File: src/rtl/mdu_rhl.sv
// Iterative multiply/divide unit holding the architectural HI/LO pair.
// Shift-add multiply and restoring divide, one bit per cycle.
module mdu_rhl #(
  parameter int ITER = 32
) (
  input  logic        clk,
  input  logic        rst,
  input  logic        start,
  input  logic [2:0]  op,
  input  logic [31:0] A,
  input  logic [31:0] B,
  input  logic        flush,
  input  logic        RHLSel,
  output logic        busy,
  output logic [31:0] RHLOut
);

  typedef enum logic [1:0] {
    IDLE,
    MUL,
    DIV
  } state_t;

  state_t      state;
  logic [4:0]  count;
  logic [31:0] hi;
  logic [31:0] lo;
  logic [63:0] work;
  logic [31:0] opb;
  logic        s_a;
  logic        s_b;
  logic        dz;

  logic        signed_op;
  logic        a_neg;
  logic        b_neg;
  logic [31:0] a_abs;
  logic [31:0] b_abs;
  logic        is_mthi;
  logic        is_mtlo;
  logic        is_mul;
  logic        is_div;
  logic        last;

  logic [32:0] mul_sum;
  logic [63:0] mul_next;
  logic [63:0] prod_s;

  logic [32:0] div_sh;
  logic        div_ge;
  logic [31:0] div_sub;
  logic [31:0] div_rem;
  logic [63:0] div_next;
  logic [31:0] quo_s;
  logic [31:0] rem_s;

  assign signed_op = ~op[0];
  assign a_neg     = signed_op & A[31];
  assign b_neg     = signed_op & B[31];
  assign a_abs     = a_neg ? -A : A;
  assign b_abs     = b_neg ? -B : B;

  assign is_mthi = start && (op == 3'b100);
  assign is_mtlo = start && (op == 3'b101);
  assign is_mul  = start && (op[2:1] == 2'b00);
  assign is_div  = start && (op[2:1] == 2'b01);
  assign last    = (count == 5'(ITER - 1));

  // work = {partial product, remaining multiplier bits}
  assign mul_sum  = {1'b0, work[63:32]}
                  + (work[0] ? {1'b0, opb} : 33'd0);
  assign mul_next = {mul_sum, work[31:1]};
  assign prod_s   = (s_a ^ s_b) ? -mul_next : mul_next;

  // work = {partial remainder, dividend/quotient}
  assign div_sh   = {work[63:32], work[31]};
  assign div_ge   = (div_sh >= {1'b0, opb});
  assign div_sub  = div_sh[31:0] - opb;
  assign div_rem  = div_ge ? div_sub : div_sh[31:0];
  assign div_next = {div_rem, work[30:0], div_ge};
  assign quo_s    = dz ? 32'hFFFF_FFFF
                  : (s_a ^ s_b) ? -div_next[31:0]
                  : div_next[31:0];
  assign rem_s    = s_a ? -div_next[63:32] : div_next[63:32];

  assign RHLOut = RHLSel ? hi : lo;

  always_ff @(posedge clk or negedge rst) begin
    if (!rst) begin
      state <= IDLE;
      busy  <= 1'b0;
      count <= '0;
      hi    <= '0;
      lo    <= '0;
      work  <= '0;
      opb   <= '0;
      s_a   <= 1'b0;
      s_b   <= 1'b0;
      dz    <= 1'b0;
    end else if (flush) begin
      state <= IDLE;
      busy  <= 1'b0;
    end else begin
      unique case (state)
        IDLE: begin
          unique case (1'b1)
            is_mthi: hi <= A;
            is_mtlo: lo <= A;
            is_mul: begin
              work  <= {32'd0, a_abs};
              opb   <= b_abs;
              s_a   <= a_neg;
              s_b   <= b_neg;
              dz    <= 1'b0;
              count <= '0;
              state <= MUL;
              busy  <= 1'b1;
            end
            is_div: begin
              work  <= {32'd0, a_abs};
              opb   <= b_abs;
              s_a   <= a_neg;
              s_b   <= b_neg;
              dz    <= (B == 32'd0);
              count <= '0;
              state <= DIV;
              busy  <= 1'b1;
            end
            default: ;
          endcase
        end
        MUL: begin
          work  <= mul_next;
          count <= count + 5'd1;
          if (last) begin
            hi    <= prod_s[63:32];
            lo    <= prod_s[31:0];
            state <= IDLE;
            busy  <= 1'b0;
          end
        end
        DIV: begin
          work  <= div_next;
          count <= count + 5'd1;
          if (last) begin
            hi    <= rem_s;
            lo    <= quo_s;
            state <= IDLE;
            busy  <= 1'b0;
          end
        end
        default: begin
          state <= IDLE;
          busy  <= 1'b0;
        end
      endcase
    end
  end

endmodule

File: config.mk
export PLATFORM = sky130hd
export DESIGN_NAME = mdu_rhl
export DESIGN_NICKNAME = d
export VERILOG_FILES = /design/src/rtl/mdu_rhl.sv
export SDC_FILE = /design/constraint.sdc
export NUM_CORES = 1
export LEC_CHECK = 0
export CAP_MARGIN = 15
export CORE_UTILIZATION = 45
export CTS_BUF_LIST = sky130_fd_sc_hd__clkbuf_4
export DETAILED_ROUTE_END_ITERATION = 12
export HOLD_SLACK_MARGIN = 0.06
export SKIP_LAST_GASP = 1
export SYNTH_ARGS = -nofsm -noshare
export SYNTH_HDL_FRONTEND = slang
export SYNTH_SLANG_ARGS = --single-unit
File: constraint.sdc
create_clock -name clk -period 8.26 [get_ports clk]
set_input_delay 1.652 -clock clk [delete_from_list [all_inputs] [get_ports clk]]
set_output_delay 1.652 -clock clk [all_outputs]
set_load 0.1 [all_outputs]
==> results.ini <==
[status]
status = finished clean

[worst_setup_path]
cp-end-kind = register
criticalPathCategory = register to register
slowest_stage = dfrtp_1
crit_path_frequent_cell = nor3_1
path_buf_inv = 2
worstSetupStartpointType = register
critPathMaxFanout = 37
critPathRequiredTime_ps = 8950
slowest_delay_ps = 670
critPathArrivalTime_ps = 7220
critical_path.top_delay_family = simple AND/OR/NAND/NOR gates
worstPathCellList = inv_1, ha_1, nand2_1, nor4_1, nand3_1, and4_1, nand2_4, inv_1, mux2i_1, ha_1, or4b_2, or4_1, nor3_1, a41oi_1, nor3_1, a31oi_1, xnor2_1, a221oi_1, nor3_1

[placement]
place_inst = 2833
place_congestion = 0.9419
port_buffers = 104
pre_cts_slack_ps = 1859
hpwl_mm = 47.79
dpl_cell_area_um2 = 18830

[logic_synthesis]
async_reset_ff_share_pct = 100.0
yosysSeqAreaShare_pct = 24.33
yosys_register_bits = 171
synth_flop_cell = dfrtp_1
avgSynthCellArea_um2 = 7.451
synth_nets = 2509
synth_edf_count = 0
syn_inst = 2360
yosysWarningCount = 0
ys_types = 86
synthesis.area_um2 = 17580

[global_routing]
grt_first_pass_wirelength_mm = 99.36
grt_use_total_pct = 32.67
grt_pass1_vias = 16983
grt_max_degree = 83
grt_remaining_overflow = 0
antenna_found_initial = 2

[sta]
relSlewSlack_pct = 20.20
worst_clock_skew_ps = 43.49
finalSetupTns_ps = 0
max_freq_mhz = 153.2
setup_viol = 0
rsz0062_at_grt = false
hold_violations = 0
worstMarginPinSlew_ps = 1192
finalCriticalPeriod_ps = 6526
fin_ws_ps = 1734
final_max_slew_viol_count = 0
period_share_pct = 79.01

[route]
drtIter0Drc = 1616
drt-total-wl_mm = 63.86
vias = 18047
drcViolationCount = 0
wl_per_cell_um = 22.27
viasPerCell = 6.293
final_antenna_net_count = 0
first_pass_iters = 6

[floorplan]
core_um2 = 38560
dieArea_um2 = 39870
die_y_um = 199.7
start_util_pct = 45.61
top_level_ports = 105
rows = 72
die_x_um = 199.7

[layout]
fillers = 3942
stdcell_count = 2868
regArea_um2 = 4279
nets = 2483
multi_input_area_um2 = 12370
stdcell_area_um2 = 19150
fin_util_pct = 49.68
area_growth_pct = 8.923
final_layout_size_suffix_gt1_share_pct = 6.434

[pwr]
power_density_nw_per_um2 = 219.6
peakVddDrop_mv = 0.1400
p_leak_nw = 7.660

[clocking]
cts.sinks = 171
root_buffer = clkbuf_4
numCtsBuffers = 17
cts_resized = 0
clkLatencyLatePin_ps = 810
path_clk_slew_ps = 180
htreeDepth = 4
cts_hold_buf = 0
post_cts_buffers = 0
cts_buffer_depth = 2
cts_tree = built

[min_path]
min_path_type = register to register

[job]
drv_cap = 0

[cell usage in the layout, fill, tap and decap left out, drive strengths merged, types with 42 or more instances in the layout]
master and count:
o21ai 209, clkdlybuf4s50 103, nor3 74, o31ai 43
a221oi 42, a31oi 56, xor2 94, xnor2 105
inv 74, nand2 268, a21oi 173, nor2 256
ha 75, dfrtp 171
[worst min-delay path: cells and delay by family, from the launching register on]
family             cells  cell delay [ps]
DFF                    1              370
AOI/OAI and AO/OA      1               60
and+or+nand+nor        1               50
[synthesized netlist by cell type (56+ instances only)]
cell type / instances / area [um2]
nand2_1: 267 / 1002
nor3_1: 74 / 370.4
inv_1: 68 / 255.2
dfrtp_1: 171 / 4279
clkbuf_1: 134 / 503.0
xor2_1: 94 / 823.3
ha_1: 75 / 938.4
nor2_1: 256 / 960.9
o21ai_0: 204 / 1021
a21oi_1: 173 / 865.8
a31oi_1: 56 / 350.3
xnor2_1: 105 / 919.6
[cell type report]
class | instances | share of cell area (%)
flip-flops and latches | 171 | 22.34
multi-input cells | 1940 | 64.58
well taps | 518 | 3.384
repair buffers | 134 | 6.617
clock inverters | 14 | 0.9603
clock buffers | 18 | 0.7055
inverters | 70 | 1.372
diodes | 3 | 0.03920
[worst paths after layout]
check | start | to | slack, ps | cells past startpoint
worst min register to register | opb[8] | opb[8] | 490 | 2
worst min-delay path | opb[8] | opb[8] | 490 | 2
max in group asynchronous | rst | opb[28] | 6170 | 2
worst max-delay path | work[31] | hi[28] | 1730 | 19
worst max register to register | work[31] | hi[28] | 1730 | 19
min in group asynchronous | rst | lo[2] | 710 | 1
[flip-flops by register name (all words and copies together) (netlist names)]
register / count
work: 64
count: 5
s_a: 1
lo: 32
state: 2
busy: 1
dz: 1
s_b: 1
opb: 32
hi: 32
[power by group]
group / switching [mW] / internal (mW)
combinational: 1.57 / 0.781
sequential: 0.227 / 1.04
clock: 0.368 / 0.221
[metal layers]
metal,GRT usage [%],vias up,routed length (um)
met5,0,-,0
met2,51.54,728,29050
met1,45.45,8663,28900
met4,10.01,0,1342
li1,-,8573,-
met3,5.232,83,4569
[logic make-up (layout without fill, tap and decap cells)]
logic type / Yosys count / after routing / share of synthesized area (%)
other cells: 0 / 3 / 0
mux: 57 / 57 / 3.515
compound gates: 763 / 763 / 28.33
fa+ha+maj: 77 / 77 / 5.564
flops: 171 / 171 / 24.33
xor+xnor: 199 / 199 / 9.912
buf+inv: 249 / 236 / 5.550
simple gates: 844 / 844 / 22.79
[metrics by stage]
| stage | hold WS, ps | total power [mW] |
|---|---|---|
| after floorplan | 442.9 | 3.036 |
| after global placement | 455.0 | 3.577 |
| after detailed placement | 460.4 | 3.594 |
| after CTS | 494.8 | 4.196 |
| after global routing | 518.4 | 4.461 |
| final | 492.7 | 4.207 |
Note: power is estimated with default switching activity, not from simulation.
